[src/rtl/serial_add_if.sv]
// Handshake and data bundle for the bit-serial adder.
// The master drives the request and operands; the slave returns status and result.
interface serial_add_if #(
  parameter int WIDTH = 8
);
  logic             start;
  logic [WIDTH-1:0] a;
  logic [WIDTH-1:0] b;
  logic             ci;
  logic             busy;
  logic             done;
  logic [WIDTH-1:0] s;
  logic             co;

  modport master (
    output start, a, b, ci,
    input  busy, done, s, co
  );

  modport slave (
    input  start, a, b, ci,
    output busy, done, s, co
  );
endinterface

[src/rtl/serial_add.sv]
// Bit-serial ripple adder: one full-add cell, a registered carry,
// one bit resolved per clock LSB-first, WIDTH-bit sum plus carry-out.
//
// state  | meaning
// -------+--------------------------------------------
// S_IDLE | waiting for start
// S_RUN  | one bit resolved per cycle
// S_DONE | result published, lasts one cycle
module serial_add #(
  parameter int WIDTH = 8
) (
  input  logic         clk,
  input  logic         rst,
  serial_add_if.slave  bus
);

  localparam int CW = $clog2(WIDTH);
  localparam logic [CW-1:0] LAST_BIT = CW'(WIDTH - 1);

  typedef enum logic [1:0] {
    S_IDLE = 2'd0,
    S_RUN  = 2'd1,
    S_DONE = 2'd2
  } state_t;

  state_t           state_q, state_d;
  logic [WIDTH-1:0] a_q, a_d;
  logic [WIDTH-1:0] b_q, b_d;
  logic [WIDTH-1:0] res_q, res_d;
  logic             carry_q, carry_d;
  logic [CW-1:0]    cnt_q, cnt_d;
  logic [WIDTH-1:0] s_q, s_d;
  logic             co_q, co_d;
  logic             busy_q, busy_d;
  logic             done_q, done_d;

  logic             sum_bit;
  logic             carry_nxt;

  // Register bank: everything, including the published result, clears on reset.
  always_ff @(posedge clk or posedge rst) begin
    if (rst) begin
      state_q <= S_IDLE;
      a_q     <= '0;
      b_q     <= '0;
      res_q   <= '0;
      carry_q <= 1'b0;
      cnt_q   <= '0;
      s_q     <= '0;
      co_q    <= 1'b0;
      busy_q  <= 1'b0;
      done_q  <= 1'b0;
    end else begin
      state_q <= state_d;
      a_q     <= a_d;
      b_q     <= b_d;
      res_q   <= res_d;
      carry_q <= carry_d;
      cnt_q   <= cnt_d;
      s_q     <= s_d;
      co_q    <= co_d;
      busy_q  <= busy_d;
      done_q  <= done_d;
    end
  end

  // Next-state, datapath and status: the single full-add cell lives here.
  always_comb begin
    state_d   = state_q;
    a_d       = a_q;
    b_d       = b_q;
    res_d     = res_q;
    carry_d   = carry_q;
    cnt_d     = cnt_q;
    s_d       = s_q;
    co_d      = co_q;

    sum_bit   = a_q[0] ^ b_q[0] ^ carry_q;
    carry_nxt = (a_q[0] & b_q[0]) | (carry_q & (a_q[0] ^ b_q[0]));

    case (state_q)
      S_IDLE, S_DONE: begin
        // DONE accepts a new request exactly like IDLE so back-to-back
        // operations cost only the single publish cycle.
        if (bus.start) begin
          a_d     = bus.a;
          b_d     = bus.b;
          carry_d = bus.ci;
          cnt_d   = '0;
          state_d = S_RUN;
        end else begin
          state_d = S_IDLE;
        end
      end
      S_RUN: begin
        // start is deliberately not looked at here.
        res_d   = {sum_bit, res_q[WIDTH-1:1]};
        carry_d = carry_nxt;
        a_d     = a_q >> 1;
        b_d     = b_q >> 1;
        cnt_d   = cnt_q + CW'(1);
        if (cnt_q == LAST_BIT) begin
          s_d     = {sum_bit, res_q[WIDTH-1:1]};
          co_d    = carry_nxt;
          state_d = S_DONE;
        end
      end
      default: begin
        state_d = S_IDLE;
      end
    endcase

    busy_d = (state_d == S_RUN);
    done_d = (state_d == S_DONE);
  end

  assign bus.busy = busy_q;
  assign bus.done = done_q;
  assign bus.s    = s_q;
  assign bus.co   = co_q;

endmodule

[src/flat_wrapper.sv]
// flat-port wrapper written by rule: the top's interface ports become plain ports
module serial_add_flat 
#(
  parameter int WIDTH = 8
)
  (clk, rst, bus_start, bus_a, bus_b, bus_ci, bus_busy, bus_done, bus_s, bus_co);
  serial_add_if #(.WIDTH(WIDTH)) bus_i ();
  input  logic clk;
  input  logic rst;
  input wire logic [$bits(bus_i.start)-1:0] bus_start;
  input wire logic [$bits(bus_i.a)-1:0] bus_a;
  input wire logic [$bits(bus_i.b)-1:0] bus_b;
  input wire logic [$bits(bus_i.ci)-1:0] bus_ci;
  output wire logic [$bits(bus_i.busy)-1:0] bus_busy;
  output wire logic [$bits(bus_i.done)-1:0] bus_done;
  output wire logic [$bits(bus_i.s)-1:0] bus_s;
  output wire logic [$bits(bus_i.co)-1:0] bus_co;
  assign bus_i.start = bus_start;
  assign bus_i.a = bus_a;
  assign bus_i.b = bus_b;
  assign bus_i.ci = bus_ci;
  assign bus_busy = bus_i.busy;
  assign bus_done = bus_i.done;
  assign bus_s = bus_i.s;
  assign bus_co = bus_i.co;
  serial_add #(.WIDTH(WIDTH)) u_core (.clk(clk), .rst(rst), .bus(bus_i));
endmodule
[config.mk]
export PLATFORM = sky130hd
export DESIGN_NAME = serial_add_flat
export DESIGN_NICKNAME = d
export VERILOG_FILES = /design/src/rtl/serial_add_if.sv /design/src/rtl/serial_add.sv /design/src/flat_wrapper.sv
export SDC_FILE = /design/constraint.sdc
export NUM_CORES = 1
export LEC_CHECK = 0
export BUFFER_PORTS_ARGS = -buffer_cell sky130_fd_sc_hd__buf_2
export CORE_UTILIZATION = 35
export DETAILED_ROUTE_END_ITERATION = 10
export PLACE_DENSITY = 0.64
export SLEW_MARGIN = 20
export SYNTH_ARGS = -nofsm -noshare
export SYNTH_HDL_FRONTEND = slang
export SYNTH_SLANG_ARGS = --single-unit
[constraint.sdc]
create_clock -name clk -period 1.6 [get_ports clk]
set_clock_uncertainty 0.2 [all_clocks]
set_input_delay 0.16 -clock clk [delete_from_list [all_inputs] [get_ports clk]]
set_output_delay 0.16 -clock clk [all_outputs]
set_load 0.02 [all_outputs]
# Word-level counts from Yosys, hierarchy flattened
# Index checks and enable logic that the tools add are counted.
[word_totals]
inputBits = 20
ram_bits = 0
word_cells = 38
register_bits = 41
memories = 0
latchBits = 0
out_inout_bits = 11
rom_bits = 0
[op_classes]
div_mod_pow = 0
muxes = 11
bitwise_logic = 5
n_lt_le_gt_ge = 0
shifts = 0
multipliers = 0
addsub = 1
n_reduce_logical = 5
eq_ne = 6
[op_table]
columns = ["operator", "n"]
rows = [
  ["8-bit case mux with 2 select lines", 2],
  ["8-bit 2-to-1 mux", 2],
  ["3-bit case mux with 2 select lines", 1],
  ["2-bit by 1-bit equality test with 1-bit output (second input constant)", 2],
  ["2-bit equality test (second input constant)", 2],
  ["2-bit case mux with 2 select lines", 1],
  ["2-bit AND reduction", 2],
  ["3-bit by 1-bit adder with 3-bit output (second input constant)", 1],
  ["3-bit equality test (second input constant)", 1],
  ["3-bit 2-to-1 mux", 1],
  ["1-bit AND", 2],
  ["2-bit zero test", 1],
  ["1-bit 2-to-1 mux", 2],
  ["2-bit 2-to-1 mux", 1],
  ["2-bit inequality test (second input constant)", 1],
  ["1-bit case mux with 2 select lines", 1],
  ["2-bit nonzero test", 1],
  ["2-bit OR reduction", 1],
  ["1-bit XOR", 2],
  ["1-bit OR", 1],
]

# Depth between registers and ports, before layout
[depth]
word_depth = 4
depth_mapped = 6
ltp_nobuf = 5

# Worst setup path before layout
# OpenSTA, ideal clock, no wires.
[synth_path]
path_kind = "register to register"
start = "reg u_core.cnt_q[0]"
end = "reg u_core.s_q[4] (netlist: u_core.bus.s[4])"
path_slack_ps = 11
t_required_ps = 1275
synth_period_minus_slack_ps = 1589
path_buffers = 0
arrival_ps = 1263
setup_ps = 125
path_stages_with_launch = 6
path_cell_list = "dfrtp_1 > ha_1 > ha_1 > nand2_8 > inv_4 > mux2_4"
[synth_via]
elab_chain_len = 2
[synth_rtl]
columns = ["element", "line_no", "text"]
rows = [
  ["start, declared", "serial_add.sv:31", "logic [CW-1:0] cnt_q, cnt_d;"],
  ["start signal, assigned", "serial_add.sv:59", "cnt_q <= cnt_d;"],
  ["3-bit equality test", "serial_add.sv:102", "if (cnt_q == LAST_BIT) begin"],
  ["2-bit AND reduction (no source line)", "-", ""],
  ["end signal, assigned", "serial_add.sv:49", "s_q <= '0;"],
  ["end signal, assigned", "serial_add.sv:60", "s_q <= s_d;"],
  ["end, declared", "serial_add.sv:32", "logic [WIDTH-1:0] s_q, s_d;"],
]
# Every way passes these cells.
# A chain may end at the register's enable or synchronous reset.

# Worst setup path in the final report
# Ends and elaborated chain as after synthesis.

==> run metrics <==
outcome finished, final reports clean; worst-path cell chain ha_1 > ha_2 > nand2_8 > inv_4 > mux2_4; sequential share of the synthesized area 54.76%; hold_ws 0.2177 ns; die area 0.005516 mm^2; Max IR drop VDD 0.6577 mV; initial antenna violation count 0; CP max stage cell dfrtp_1; height of the die 74.27 um; synthesis-stage register bit count 40; Mapped Cells 160; first-pass GRT wire length 6.306 mm; DRT iter0 DRCs 98; FP Rows 25; antenna cells 0; final count of negative-setup-slack endpoints 0; Power Density 1832 mW/mm^2; critical path's largest stage delay 0.39 ns; Max Root-Sink Buffers 2; Hold/Removal Path Class input pin to flop; worst endpoint required time 1.58 ns; Hold Vio Cnt, Final 0; Slew Limit Fails 0; Yosys cell types 24; Tot GR Track Use 15.56%; clk slew on worst S/H paths 0.08 ns; Syn Nets 183; GR Util met3 3.930%; CTS root buffer clkbuf_8; largest area contributor in the netlist dfrtp_1; YS warnings 0; vias in the first global route 1302; GR Util met1 20.16%; crit share post-route 98.21%; Critical Path AT 1.55 ns; Mapped Area 0.001828 mm^2; xor/xnor share of the synthesized area 0%; WL final 3.637 mm; static leakage 1.109 nW; GRT Max-Usage Layer met2; Vias 1317; total CTS buffers 5; CP startpoint kind flop; mean post-synth cell area 11.43 um^2; dpl hpwl 2.364 mm; Die X 74.27 um; GR Util met2 24.14%; largest net degree at the start of global routing 41; largest family of logic cells by synthesized area simple AND/OR/NAND/NOR gates; worst slew margin relative to its limit 66.48%; PnR Total Power 4.315 mW; io pins 31; worst skew pair latency 0.29 ns; share of the synthesized area in the top cell type 54.76%; Synth Area in Compound Gates 10.75%; adder-cell area share of the yosys netlist 2.464%; Final min period 1.571 ns; kind of critical path flop to flop; IO buf count 30; clk sinks 40; CP Max Fanout 8; layout cell share with drive strength beyond 1 29.63%; Via density 4.654; Final #Nets 239; CTS tree built; Starting Density 37.46%; drt drc 0; final antenna-violating net count 0; maximum clock frequency 0.6364 GHz; Layout area overhead 28.88%; Worst Setup End Kind flop; Max Cap Viol 0; DP Area 0.002085 mm^2; synth top area cells dfrtp_1 (55%), mux2_4 (7.4%), mux2i_1 (5.5%); Design Area, Final 0.002356 mm^2; Overflow after GRT 0; H-tree Lvls 2; Core Region 0.004880 mm^2; drt wl/cell 12.85 um; simple-gate portion of the synthesized area 14.10%; drt first pass iters 3; gp weighted congestion 0.7084; Worst Max-Slew Pin Slew 0.5027 ns; mux cell area share after synthesis 13.48%
==> worst max-delay path: cells and delay by family, from the launching register on <==
kind | cells | cell delay (ns)
buf+inv | 1 | 0.06
simple gates | 1 | 0.11
mux | 1 | 0.29
flops | 1 | 0.39
fa+ha+maj | 2 | 0.41
==> cell usage in the layout (no fill, tap or decap), drive strengths merged <==
cell type,Yosys,routed
a22o,3,3
nand2b,2,2
dlygate4sd3,0,18
buf,8,43
dfrtp,40,40
o22ai,6,6
nor3,6,6
clkinvlp,0,1
o21ai,4,4
nor2,8,8
a211oi,9,9
clkinv,0,1
nand2,22,22
mux2,10,10
inv,3,3
a21oi,9,9
fa,1,1
clkbuf,4,5
nand3,2,2
ha,2,2
mux2i,10,10
nor2b,11,11
==> flip-flops by register name (all words and copies together), names as in the netlist <==
signal	cells
u_core.bus.busy	1
u_core.bus.done	1
u_core.bus.s	8
u_core.bus.co	1
u_core.res_q	7
u_core.carry_q	1
u_core.a_q	8
u_core.state_q	2
u_core.b_q	8
u_core.cnt_q	3
==> metrics by stage <==
step           setup TNS, ns  setup WS, ns  instances  util, %
6_report                   0       0.02858        283    48.28
5_1_grt             -0.04198      -0.01684        283    48.28
3_3_place_gp       -0.007567     -0.002803        257    42.72
2_1_floorplan              0       0.01143        160        -
3_5_place_dp        -0.09742      -0.03619        257    42.72
4_1_cts                    0       0.02418        282    48.13
==> metal layers <==
metal / share of wire, % / wire length (um)
met3: 2.9 / 107
met4: 2.6 / 93
met1: 48 / 1733
met2: 47 / 1702
met5: 0 / 0
==> report_power, final <==
| group | switching [mW] | internal, mW | total (mW) |
|---|---|---|---|
| sequential | 0.306 | 1.49 | 1.79 |
| clock | 0.342 | 0.295 | 0.637 |
| combinational | 0.949 | 0.935 | 1.88 |
==> synthesized netlist by cell type (all sizes together) <==
cell	n
dfrtp	40
nand2	22
nor2b	11
mux2	10
mux2i	10
a211oi	9
a21oi	9
buf	8
nor2	8
nor3	6
o22ai	6
clkbuf	4
o21ai	4
a22o	3
inv	3
ha	2
nand2b	2
nand3	2
fa	1
==> timing repair <==
action / in CTS / in global routing
setup buffers: 0 / 1
hold buffers: 18 / 0
gates cloned: 0 / 0
endpoints found under the setup margin: 3 / 3
gates resized for setup: 1 / 0
hold endpoints to repair: 57 / 0
==> area by class of cell <==
class / instances / area [um^2]
timing repair buffer: 61 / 427.9
multi-input combinational: 105 / 748.2
clock inverter: 2 / 12.51
fill: 465 / 2524
inverter: 3 / 13.76
sequential: 40 / 1001
tap: 67 / 83.83
clock buffer: 5 / 68.82
==> path summary, 6_finish.rpt <==
| check | cells past startpoint | from | slack (ns) | end |
|---|---|---|---|---|
| setup / recovery | 5 | u_core.cnt_q[0]$_DFFE_PP0P_ | 0.03 | u_core.bus.s[4]$_DFFE_PP0P_ |
| hold / removal | 3 | bus_start | 0.22 | u_core.a_q[7]$_DFFE_PP0P_ |
| setup reg to reg | 5 | u_core.cnt_q[0]$_DFFE_PP0P_ | 0.03 | u_core.bus.s[4]$_DFFE_PP0P_ |
| hold reg to reg | 2 | u_core.res_q[1]$_DFFE_PP0N_ | 0.30 | u_core.res_q[1]$_DFFE_PP0N_ |
| max in group asynchronous | 4 | rst | 0.52 | u_core.cnt_q[0]$_DFFE_PP0P_ |
| min in group asynchronous | 4 | rst | 0.33 | u_core.bus.co$_DFFE_PP0P_ |
==> logic make-up after synthesis <==
kind of cell,count (synthesis)
flops,40
mux,20
simple gates,51
buf+inv,15
compound gates,31
fa+ha+maj,3
Note: power is estimated with default switching activity, not from simulation.
